[config.mk]
export PLATFORM = sky130hd
export DESIGN_NAME = pipeline_hazard_controller
export DESIGN_NICKNAME = d
export VERILOG_FILES = /design/src/rtl/pipeline_hazard_controller.sv
export SDC_FILE = /design/constraint.sdc
export NUM_CORES = 1
export LEC_CHECK = 0
export CORE_ASPECT_RATIO = 1.4
export CORE_MARGIN = 4
export CORE_UTILIZATION = 53
export CTS_BUF_LIST = sky130_fd_sc_hd__clkbuf_2 sky130_fd_sc_hd__clkbuf_4 sky130_fd_sc_hd__clkbuf_8
export CTS_CLUSTER_DIAMETER = 40
export DETAILED_ROUTE_END_ITERATION = 8
export PLACE_DENSITY = 0.87
export REMOVE_ABC_BUFFERS = 1
export SLEW_MARGIN = 0
export SYNTH_ARGS = -nofsm -noshare
export SYNTH_HDL_FRONTEND = slang
export SYNTH_SLANG_ARGS = --single-unit
[constraint.sdc]
create_clock -name clk -period 4.1 [get_ports clk]
set_input_delay 0.41 -clock clk [delete_from_list [all_inputs] [get_ports clk]]
set_output_delay 0.41 -clock clk [all_outputs]
set_load 0.05 [all_outputs]
[src/rtl/pipeline_hazard_controller.sv]
// Hazard detection and forwarding-select generation for the 5-stage MIPS pipeline.
// Shadows the destination registers of the instructions in EX and MEM so that
// stall and forwarding decisions are made in ID from the ID fields alone.
module pipeline_hazard_controller #(
  parameter int STALL_CNT_W = 16
) (
  input  logic                   clk,
  input  logic                   reset_n,
  input  logic [4:0]             id_rs,
  input  logic [4:0]             id_rt,
  input  logic                   id_uses_rs,
  input  logic                   id_uses_rt,
  input  logic [4:0]             id_dest,
  input  logic                   id_reg_write,
  input  logic                   id_mem_read,
  input  logic                   id_cmp_reads,
  input  logic                   id_redirect,
  output logic [1:0]             fwd_a,
  output logic [1:0]             fwd_b,
  output logic                   stall_sel,
  output logic                   pc_write,
  output logic                   ifid_write,
  output logic                   ifid_flush,
  output logic [STALL_CNT_W-1:0] stall_count
);

  // Operand source selects seen by the EX-stage multiplexers.
  localparam logic [1:0] FWD_RF    = 2'd0;
  localparam logic [1:0] FWD_EXMEM = 2'd1;
  localparam logic [1:0] FWD_MEMWB = 2'd2;

  typedef struct packed {
    logic [4:0] dest;
    logic       reg_write;
    logic       mem_read;
  } shadow_t;

  shadow_t                r_exs;
  shadow_t                r_mems;
  logic [1:0]             r_fwd_a;
  logic [1:0]             r_fwd_b;
  logic [STALL_CNT_W-1:0] r_stall_count;

  logic       w_ex_rs, w_ex_rt, w_mem_rs, w_mem_rt;
  logic       w_load_use;
  logic       w_cmp_hazard;
  logic       w_stall;
  logic [1:0] w_fwd_a_next;
  logic [1:0] w_fwd_b_next;
  shadow_t    w_exs_next;

  // A producer matches only when it writes a real register the ID instruction reads.
  function automatic logic reg_match(input shadow_t e, input logic [4:0] r, input logic used);
    return used && e.reg_write && (e.dest != 5'd0) && (e.dest == r);
  endfunction

  // Hazard detection, next forwarding selects and next EX shadow entry.
  always_comb begin
    // NOTE: every signal gets a default first so no path leaves it unassigned (no latch).
    w_ex_rs      = reg_match(r_exs,  id_rs, id_uses_rs);
    w_ex_rt      = reg_match(r_exs,  id_rt, id_uses_rt);
    w_mem_rs     = reg_match(r_mems, id_rs, id_uses_rs);
    w_mem_rt     = reg_match(r_mems, id_rt, id_uses_rt);
    w_load_use   = 1'b0;
    w_cmp_hazard = 1'b0;
    w_fwd_a_next = FWD_RF;
    w_fwd_b_next = FWD_RF;
    w_exs_next   = '0;

    w_load_use = r_exs.mem_read && (w_ex_rs || w_ex_rt);
    // Branch/jr operands are needed in ID, so any EX producer or a load still in MEM stalls.
    w_cmp_hazard = id_cmp_reads &&
                   (w_ex_rs || w_ex_rt || (r_mems.mem_read && (w_mem_rs || w_mem_rt)));
    w_stall = w_load_use || w_cmp_hazard;

    // EX producer is the youngest, so it wins over MEM; a bubble never forwards.
    if (!w_stall) begin
      if (w_ex_rs)       w_fwd_a_next = FWD_EXMEM;
      else if (w_mem_rs) w_fwd_a_next = FWD_MEMWB;
      if (w_ex_rt)       w_fwd_b_next = FWD_EXMEM;
      else if (w_mem_rt) w_fwd_b_next = FWD_MEMWB;
      w_exs_next = '{dest: id_dest, reg_write: id_reg_write, mem_read: id_mem_read};
    end
  end

  // Shadow pipeline advance, registered forwarding selects and saturating stall counter.
  always_ff @(posedge clk or negedge reset_n) begin
    if (!reset_n) begin
      r_exs         <= '0;
      r_mems        <= '0;
      r_fwd_a       <= FWD_RF;
      r_fwd_b       <= FWD_RF;
      r_stall_count <= '0;
    end else begin
      // NOTE: state updates use non-blocking assignments so MEMs takes the old EXs.
      r_exs   <= w_exs_next;
      r_mems  <= r_exs;
      r_fwd_a <= w_fwd_a_next;
      r_fwd_b <= w_fwd_b_next;
      if (w_stall && (r_stall_count != '1)) begin
        r_stall_count <= r_stall_count + STALL_CNT_W'(1);
      end
    end
  end

  assign fwd_a       = r_fwd_a;
  assign fwd_b       = r_fwd_b;
  assign stall_sel   = w_stall;
  assign pc_write    = ~w_stall;
  assign ifid_write  = ~w_stall;
  assign ifid_flush  = id_redirect & ~w_stall;
  assign stall_count = r_stall_count;

endmodule

==> results of run 1 <==
-- layer usage --
layer,global-route usage,wire length [µm],up-vias
li1,-,-,589
met1,0.184,1320,585
met2,0.341,1950,34
met3,0.0556,149,5
met4,0.119,72,0
met5,0,0,-
-- per-stage QoR --
stage | hold WS [ns] | cells
after floorplan | 0.114 | 139
after global placement | 0.368 | 223
after detailed placement | 0.375 | 223
after CTS | 0.406 | 231
after global routing | 0.409 | 231
final | 0.396 | 231
-- critical path, cell delays in order --
cell and delay (ns):
sky130_fd_sc_hd__clkdlybuf4s50_1 0.45, sky130_fd_sc_hd__xor2_1 0.16, sky130_fd_sc_hd__nor4_1 0.31, sky130_fd_sc_hd__and3_2 0.26, sky130_fd_sc_hd__nor2_1 0.06, sky130_fd_sc_hd__o32a_4 0.45
sky130_fd_sc_hd__inv_4 0.10, sky130_fd_sc_hd__clkdlybuf4s50_1 0.80
-- sequential cells by signal (all words and copies together), names as in the netlist --
name         count
fwd_b            2
r_exs            7
stall_count     16
r_mems           7
fwd_a            2
-- cell usage after synthesis --
cell type,instances,area [µm²]
sky130_fd_sc_hd__dfrtp_1,34,851
sky130_fd_sc_hd__inv_4,1,6.26
sky130_fd_sc_hd__nor4_1,5,31.3
sky130_fd_sc_hd__o21ai_2,2,17.5
sky130_fd_sc_hd__xor2_1,18,158
sky130_fd_sc_hd__nand2_4,1,11.3
sky130_fd_sc_hd__xnor2_1,16,140
sky130_fd_sc_hd__buf_6,1,11.3
sky130_fd_sc_hd__and3_1,7,43.8
sky130_fd_sc_hd__and3_2,1,7.51
sky130_fd_sc_hd__nand4_1,3,18.8
sky130_fd_sc_hd__a21oi_1,1,5.00
sky130_fd_sc_hd__mux2_4,1,15.0
sky130_fd_sc_hd__nor3_1,3,15.0
sky130_fd_sc_hd__o21ai_0,2,10.0
sky130_fd_sc_hd__nor2_1,7,26.3
sky130_fd_sc_hd__ha_1,1,12.5
sky130_fd_sc_hd__nor2b_2,1,8.76
sky130_fd_sc_hd__and2_4,8,70.1
sky130_fd_sc_hd__a21oi_2,1,8.76
sky130_fd_sc_hd__o32a_4,1,22.5
sky130_fd_sc_hd__o2111ai_2,1,15.0
sky130_fd_sc_hd__o21ai_4,1,16.3
sky130_fd_sc_hd__mux2i_1,1,10.0
sky130_fd_sc_hd__nor4b_2,1,15.0
sky130_fd_sc_hd__a311oi_1,1,8.76
sky130_fd_sc_hd__buf_4,1,7.51
sky130_fd_sc_hd__or4_4,2,22.5
sky130_fd_sc_hd__nand3_1,7,35.0
sky130_fd_sc_hd__nand2_1,6,22.5
sky130_fd_sc_hd__a31oi_1,1,6.26
sky130_fd_sc_hd__inv_1,3,11.3
sky130_fd_sc_hd__and2_1,1,6.26
-- final timing paths --
kind                           startpoint        endpoint  slack, ns
max                              id_rs[3]       stall_sel       0.68
min                              r_exs[0]       r_mems[0]       0.40
max reg2reg                stall_count[0]  stall_count[1]       1.95
min reg2reg                      r_exs[0]       r_mems[0]       0.40
max in group asynchronous         reset_n        fwd_b[0]       3.28
min in group asynchronous         reset_n  stall_count[8]       0.52
-- cell type report --
type,instances,area [µm²],area share
repair buffers,47,468,0.207
clock inverters,1,5.00,0.00222
clock buffers,7,90.1,0.0399
inverters,4,17.5,0.00776
well taps,37,46.3,0.0205
flip-flops and latches,34,851,0.377
multi-input cells,101,779,0.345
-- kinds of logic (layout without fill, tap and decap cells) --
family                     count (synthesis)  count (layout)  synth area share
muxes                                      2               2            0.0150
adders and majority gates                  1               1           0.00751
and+or+nand+nor                           53              53             0.200
DFF                                       34              34             0.511
buffers and inverters                      6              59            0.0218
xor gates and xnor gates                  34              34             0.179
AOI/OAI and AO/OA                         11              11            0.0661
-- power breakdown --
| group | internal [µW] | total, µW | switching, µW |
|---|---|---|---|
| Clock | 142 | 252 | 110 |
| Sequential | 353 | 372 | 19.6 |
| Combinational | 65.6 | 139 | 73.8 |
-- layout by cell type, fill, tap and decap left out, types with 2 or more instances in the layout --
cell and instances:
sky130_fd_sc_hd__nand4_1 3, sky130_fd_sc_hd__nor2_1 7, sky130_fd_sc_hd__and2_4 8, sky130_fd_sc_hd__nor4_1 5
sky130_fd_sc_hd__dfrtp_1 34, sky130_fd_sc_hd__xnor2_1 16, sky130_fd_sc_hd__o21ai_2 2, sky130_fd_sc_hd__or4_4 2
sky130_fd_sc_hd__nand2_1 6, sky130_fd_sc_hd__nor3_1 3, sky130_fd_sc_hd__nand3_1 7, sky130_fd_sc_hd__o21ai_0 2
sky130_fd_sc_hd__clkdlybuf4s50_1 46, sky130_fd_sc_hd__inv_1 3, sky130_fd_sc_hd__xor2_1 18, sky130_fd_sc_hd__and3_1 7
sky130_fd_sc_hd__clkbuf_8 6
==> parameters.txt, run 1 <==
Parameter                              Value

Finish
  Final core utilization ... 0.769
  Post-synthesis to final-layout area growth ... 35.4%
  Post-route cell area ... 0.00226 mm²
  Fin nets ... 217
  Fraction of final layout cells sized beyond drive strength 1 ... 0.160
  Diode count ... 0
  Count of fill cells added during filler insertion ... 208

Critical path
  Maximum fanout count along the critical path ... 12
  Arrival time at the worst endpoint ... 3.01 ns
  Critical Path RT ... 3.69 ns
  Critical path launch point type ... input pin
  Kind of end point of the critical path ... primary output
  Worst-case reg-to-reg path depth ... 7
  Kind of critical path ... input pin to primary output

Job
  Maximum capacitance violations ... 0

Floorplan
  Cell row count ... 23
  Horiz. Die Dim ... 55.4 µm
  Chip Height ... 74.4 µm
  Starting utilization of the core area ... 0.568
  Number of top-level pins ... 47
  Core Area ... 0.00294 mm²
  Area of the die ... 0.00412 mm²

Route
  Residual DRC ... 0
  Detail-routed net length per standard cell ... 15.1 µm
  Avg Vias per Cell ... 5.25
  Routed wire length ... 3490 µm
  Count of routing violations after the opening detailed-route iteration ... 23
  Count of vias placed by the detailed router ... 1213
  1st-pass router iterations ... 4
  Antenna Violating Nets Remaining ... 0

Pwr
  Tot Pwr ... 764 µW
  Worst supply voltage drop on vdd ... 0.281 mV
  Leakage power ... 0.000955 µW
  Pwr dens ... 338 mW/mm²

Clocking
  Hold-fix buffers, CTS ... 0
  H-tree levels ... 2
  Clock transition at the registers of the reported paths ... 0.06 ns
  Max clock buf depth ... 2
  Buffer type at the clock tree root ... sky130_fd_sc_hd__clkbuf_8
  Worst-skew pair later-pin latency ... 0.28 ns
  Post-CTS Repair Setup Buffers ... 0
  Number of cells upsized or downsized after cts ... 0
  Number of sinks handled by clock tree synthesis ... 34
  CTS tree ... yes
  CTS buffer count ... 5

STA
  Final setup viols ... 0
  Min cycle time layout ... 3.42 ns
  Worst slew pin tran ... 0.517 ns
  Sum of negative setup slack ... 0 ns
  Final hold violation count ... 0
  Tcrit/Tclk final ... 0.833
  Post-route setup slack ... 0.684 ns
  Max transition margin ... 0.654
  Final count of pins violating max slew ... 0
  Worst Clk Skew ... 0.00774 ns
  Setup repair after global routing missed its margin ... no
  Fmax ... 0.293 GHz

Logic synthesis
  Number of flip-flops and latches in the synthesized netlist ... 34
  Avg Inst Size Synth ... 11.8 µm²
  Yosys cell types ... 33
  Cell Area, Synth ... 0.00167 mm²
  Post-synthesis instance total ... 141
  Sequential share of the synthesized area ... 0.511
  Warnings from Yosys ... 0

Outcome
  Status ... completed

Min path
  Min-Delay Path Depth ... 0
  Worst Hold Class ... register to register

Place
  HPWL after detailed placement ... 2800 µm
  Routability Congestion ... 0.880
  Setup slack at placement ... 0.691 ns
  Standard cell area after detailed placement ... 0.00216 mm²
  Count of input and output buffers ... 46

Global route
  Via count of the first global-routing pass ... 1302
  Maximum number of pins on one net before global-route repair ... 35
  Number of antenna violations at the first check in global routing ... 0
  Congestion Overflow GR ... 0
  Wire length of the first global-routing pass ... 5760 µm
  All-Layer GR Usage ... 0.186
(Power assumes the default switching activity.)
==> inputs of run 2 (changes only) <==
CORE_UTILIZATION = 44   (was 53)
PLACE_DENSITY = 0.77   (was 0.87)
clock period = 2.9 ns   (was 4.1 ns; I/O delays follow)
==> run 2 against run 1 <==
Compared with the run above: wire length is 1.0% lower; largest cell class unchanged; sequential cell count unchanged; count of clock-buffer cells in the layout stayed put; global-route usage is 2.6 points lower; critical endpoint is now ifid_flush; highest routed layer unchanged; via count increased by 0.58%; power grew 43%; utilization shrank 15 points; final cell count rose by 2.2%; final area up 0.39%.
==> parameters.txt, run 2 (synthesis results as in run 1) <==
Parameter                              Value

Outcome
  Status ... completed

Place
  Setup slack at placement ... 0.276 ns
  HPWL after detailed placement ... 2720 µm
  Standard cell area after detailed placement ... 0.00217 mm²
  Count of input and output buffers ... 46
  Routability Congestion ... 0.850

Clocking
  CTS tree ... yes
  H-tree levels ... 2
  Clock transition at the registers of the reported paths ... 0.07 ns
  CTS buffer count ... 5
  Buffer type at the clock tree root ... sky130_fd_sc_hd__clkbuf_8
  Post-CTS Repair Setup Buffers ... 0
  Number of cells upsized or downsized after cts ... 0
  Hold-fix buffers, CTS ... 0
  Max clock buf depth ... 2
  Worst-skew pair later-pin latency ... 0.29 ns
  Number of sinks handled by clock tree synthesis ... 34

STA
  Sum of negative setup slack ... 0 ns
  Fmax ... 0.380 GHz
  Final setup viols ... 0
  Worst slew pin tran ... 0.513 ns
  Max transition margin ... 0.655
  Min cycle time layout ... 2.63 ns
  Worst Clk Skew ... 0.00254 ns
  Final hold violation count ... 0
  Post-route setup slack ... 0.268 ns
  Final count of pins violating max slew ... 0
  Setup repair after global routing missed its margin ... no
  Tcrit/Tclk final ... 0.908

Floorplan
  Number of top-level pins ... 47
  Core Area ... 0.00364 mm²
  Starting utilization of the core area ... 0.457
  Area of the die ... 0.00485 mm²
  Horiz. Die Dim ... 60.0 µm
  Chip Height ... 80.8 µm
  Cell row count ... 26

Pwr
  Tot Pwr ... 1090 µW
  Leakage power ... 0.000961 µW
  Pwr dens ... 480 mW/mm²
  Worst supply voltage drop on vdd ... 0.497 mV

Finish
  Commonest non-fill, non-tap cell in the layout ... sky130_fd_sc_hd__clkdlybuf4s50_1
  Post-route cell area ... 0.00227 mm²
  Diode count ... 0
  Max FFs per register ... 16
  Commonest cells after routing, fill and taps aside ... sky130_fd_sc_hd__clkdlybuf4s50_1 (42), sky130_fd_sc_hd__dfrtp_1 (34), sky130_fd_sc_hd__xor2_1 (18)
  Post-synthesis to final-layout area growth ... 36.0%
  Fin nets ... 217
  Count of fill cells added during filler insertion ... 289
  Fraction of final layout cells sized beyond drive strength 1 ... 0.180

Min path
  Worst Hold Class ... register to register

Route
  Detail-routed net length per standard cell ... 14.6 µm
  Count of routing violations after the opening detailed-route iteration ... 28
  Avg Vias per Cell ... 5.17
  Count of vias placed by the detailed router ... 1220
  Antenna Violating Nets Remaining ... 0
  Routed wire length ... 3460 µm
  1st-pass router iterations ... 4
  Residual DRC ... 0

Critical path
  Critical path launch point type ... register
  Slowest library cell on the worst path ... sky130_fd_sc_hd__o32a_4
  Kind of end point of the critical path ... primary output
  Kind of critical path ... register to primary output
  Arrival time at the worst endpoint ... 2.34 ns
  CP cell instances ... xor2_1 -> nor4_1 -> and3_2 -> nor2_1 -> o32a_4 -> and2_4 -> buf_4
  Critical Path RT ... 2.61 ns
  Flop2flop setup slack ... 0.75 ns
  CP max stage delay ... 0.46 ns
  Maximum fanout count along the critical path ... 12

Global route
  Congestion Overflow GR ... 0
  Number of antenna violations at the first check in global routing ... 0
  Via count of the first global-routing pass ... 1194
  Wire length of the first global-routing pass ... 5650 µm
  All-Layer GR Usage ... 0.160
  Maximum number of pins on one net before global-route repair ... 35

Job
  Maximum capacitance violations ... 0
[run 2: changes by cell type in the layout (fill, tap and decap cells not counted), sizes merged]
cell           previous run  this run
buf                       1         5
clkdlybuf4s50            46        42
[run 2: worst paths after layout]
check	to	depth (start not counted)	from
setup / recovery	ifid_flush	7	r_exs[4]
hold / removal	r_mems[0]	0	r_exs[0]
setup reg to reg	stall_count[1]	7	stall_count[0]
hold reg to reg	r_mems[0]	0	r_exs[0]
max in group asynchronous	r_exs[4]	2	reset_n
min in group asynchronous	stall_count[11]	2	reset_n
[run 2: report_power, final]
part	switching, µW	internal (µW)
Clock	167	201
Combinational	102	92.5
Sequential	28.3	499
Total	297	792
[run 2: per-stage QoR]
step	util	hold slack, ns	cells
floorplan	-	-0.00559	139
global placement	0.596	0.362	228
detailed placement	0.596	0.376	228
CTS	0.622	0.389	236
global route	0.622	0.394	236
finish	0.622	0.385	236
[run 2: routing by layer]
| metal | global-route usage | routed length, µm |
|---|---|---|
| met1 | 0.182 | 1380 |
| met3 | 0.0477 | 151 |
| met5 | 0 | 0 |
| met4 | 0.0798 | 71 |
| met2 | 0.266 | 1850 |
[run 2: cell type report]
| class | instances | area [µm²] | share of cell area |
|---|---|---|---|
| multi-input cells | 101 | 779 | 0.344 |
| inverters | 4 | 17.5 | 0.00773 |
| flip-flops and latches | 34 | 851 | 0.375 |
| clock buffers | 7 | 90.1 | 0.0398 |
| repair buffers | 47 | 470 | 0.208 |
| clock inverters | 1 | 5.00 | 0.00221 |
| well taps | 42 | 52.6 | 0.0232 |
[run 2: critical path: cells and delay by family (launching register included)]
family,cells,cell delay [ns]
xor+xnor,1,0.18
buf+inv,1,0.18
compound gates,1,0.46
simple gates,4,0.79
flops,1,0.44
==> inputs of run 3 (changes only) <==
CORE_ASPECT_RATIO = 0.75   (was 1.4)
PLACE_DENSITY = 0.81   (was 0.77)
==> run 3 against run 2 <==
Compared with the run above: register-to-register slack better by 0.05 ns; utilization decreased by 0.30 points; via count barely moved; final cell count increased by 3.4%; final area stayed put; first-iteration DRC count is 3.6% higher; sequential cell count did not move; wire length is 0.93% higher; critical path depth up 1; sequential share of layout area is the same; count of clock-buffer cells in the layout down 1; critical path type is now input pin to primary output; critical endpoint unchanged.
==> parameters.txt, run 3 (synthesis results as in run 1) <==
Parameter                              Value

Critical path
  Worst-case reg-to-reg path depth ... 8
  CP max stage delay ... 0.46 ns
  Reg-to-Reg Start ... stall_count[0]
  Flop2flop setup slack ... 0.80 ns
  Critical path launch point type ... input pin
  CP cell instances ... clkdlybuf4s50_1 -> xor2_1 -> nor4_1 -> and3_2 -> nor2_1 -> o32a_4 -> and2_4 -> buf_4
  Critical Path RT ... 2.61 ns
  Arrival time at the worst endpoint ... 2.33 ns
  Maximum fanout count along the critical path ... 12
  Kind of end point of the critical path ... primary output
  Kind of critical path ... input pin to primary output
  Slowest library cell on the worst path ... sky130_fd_sc_hd__o32a_4
  Destination of the worst register-to-register timing path ... stall_count[14]

Global route
  All-Layer GR Usage ... 0.159
  Congestion Overflow GR ... 0
  Number of antenna violations at the first check in global routing ... 0
  Maximum number of pins on one net before global-route repair ... 35
  Wire length of the first global-routing pass ... 5780 µm
  Via count of the first global-routing pass ... 1291

Route
  Residual DRC ... 0
  Count of vias placed by the detailed router ... 1221
  Antenna Violating Nets Remaining ... 0
  Routed wire length ... 3490 µm
  Detail-routed net length per standard cell ... 14.3 µm
  Avg Vias per Cell ... 5.00
  1st-pass router iterations ... 4
  Count of routing violations after the opening detailed-route iteration ... 29

Pwr
  Fraction of power consumed by sequential logic ... 0.500
  Pwr dens ... 466 mW/mm²
  Worst supply voltage drop on vdd ... 0.267 mV
  Power share of the clock group ... 0.312
  Switching pwr ... 281 µW
  Leakage power ... 0.000952 µW
  Switching Fraction ... 0.266
  Share of power burned in combinational logic ... 0.188
  Cell Int Power ... 775 µW

Floorplan
  Area of the die ... 0.00485 mm²
  Number of top-level pins ... 47
  Cell row count ... 19
  Core Area ... 0.00366 mm²
  Horiz. Die Dim ... 79.1 µm
  Starting utilization of the core area ... 0.455
  Chip Height ... 61.3 µm

Min path
  Endpoint, Worst Hold ... r_mems[0]
  Min-Delay Startpoint ... r_exs[0]
  Worst Hold Class ... register to register
  Min-Delay Path Depth ... 0

Finish
  Post-synthesis to final-layout area growth ... 36.0%
  Commonest cells after routing, fill and taps aside ... sky130_fd_sc_hd__clkdlybuf4s50_1 (42), sky130_fd_sc_hd__dfrtp_1 (34), sky130_fd_sc_hd__xor2_1 (18)
  Final core utilization ... 0.619
  Max FFs per register ... 16
  Fin nets ... 217
  Diode count ... 0
  Commonest non-fill, non-tap cell in the layout ... sky130_fd_sc_hd__clkdlybuf4s50_1
  Fraction of final layout cells sized beyond drive strength 1 ... 0.172

STA
  Max transition margin ... 0.662
  Tcrit/Tclk final ... 0.903
  Worst Clk Skew ... 0.00817 ns
  Fmax ... 0.382 GHz
  Final count of pins violating max slew ... 0
  Min cycle time layout ... 2.62 ns
  Final hold violation count ... 0
  Final setup viols ... 0
  Setup repair after global routing missed its margin ... no
  Worst slew pin tran ... 0.506 ns
  Post-route setup slack ... 0.281 ns
  Sum of negative setup slack ... 0 ns
  Final worst hold slack ... 0.386 ns

Clocking
  Worst-skew pair later-pin latency ... 0.28 ns
  CTS buffer count ... 5
  Hold-fix buffers, CTS ... 0
  Number of cells upsized or downsized after cts ... 0
  Max clock buf depth ... 2
  Post-CTS Repair Setup Buffers ... 0
  Buffer type at the clock tree root ... sky130_fd_sc_hd__clkbuf_8
  CTS tree ... yes
  H-tree levels ... 2
  Number of sinks handled by clock tree synthesis ... 34
  Clock transition at the registers of the reported paths ... 0.05 ns

Outcome
  Status ... completed

Place
  Routability Congestion ... 0.886
  Setup slack at placement ... 0.290 ns
  Count of input and output buffers ... 46
  HPWL after detailed placement ... 2810 µm

Job
  Maximum capacitance violations ... 0
-- run 3: worst max path at each step --
| stage | start | end | cells after the start |
|---|---|---|---|
| 6_report | id_rs[3] | ifid_flush | 8 |
| 2_1_floorplan | stall_count[0] | stall_count[1] | 7 |
| 5_1_grt | r_exs[5] | ifid_flush | 7 |
| 4_1_cts | id_rs[3] | ifid_flush | 8 |
| 3_5_place_dp | id_rs[3] | ifid_flush | 8 |
| 3_3_place_gp | id_rs[3] | ifid_flush | 8 |
-- run 3: critical path: cells and delay by family --
family | cells | cell delay (ns)
AND/OR/NAND/NOR | 4 | 0.78
AO/OA/AOI/OAI | 1 | 0.46
XOR/XNOR | 1 | 0.16
buffers and inverters | 2 | 0.63
-- run 3: through the flow --
stage               total power [µW]  instance area, µm²  instances
floorplan                        643                1650        139
global placement                 727                2180        238
detailed placement               736                2180        238
CTS                             1070                2270        244
global route                    1110                2270        244
finish                          1060                2270        244
-- run 3: layout make-up --
cell class	count	area, µm²
Fill cell	302	1400
Sequential cell	34	851
Timing Repair Buffer	47	470
Multi-Input combinational cell	101	779
Clock buffer	6	82.6
Inverter	4	17.5
Tap cell	52	65.1
-- run 3: metal layers --
| layer | vias to the layer above | routed length (µm) | track usage |
|---|---|---|---|
| met3 | 9 | 198 | 0.0526 |
| met2 | 40 | 1720 | 0.272 |
| li1 | 583 | - | - |
| met1 | 589 | 1490 | 0.181 |
| met5 | - | 0 | 0 |
| met4 | 0 | 77 | 0.0833 |
-- run 3: power groups by stage --
stage | combinational [µW] | sequential [µW] | clock [µW]
final | 198 | 528 | 330
after global routing | 214 | 532 | 359
after CTS | 200 | 528 | 341
after detailed placement | 200 | 536 | 0
after global placement | 193 | 533 | 0
after floorplan | 68.5 | 575 | 0
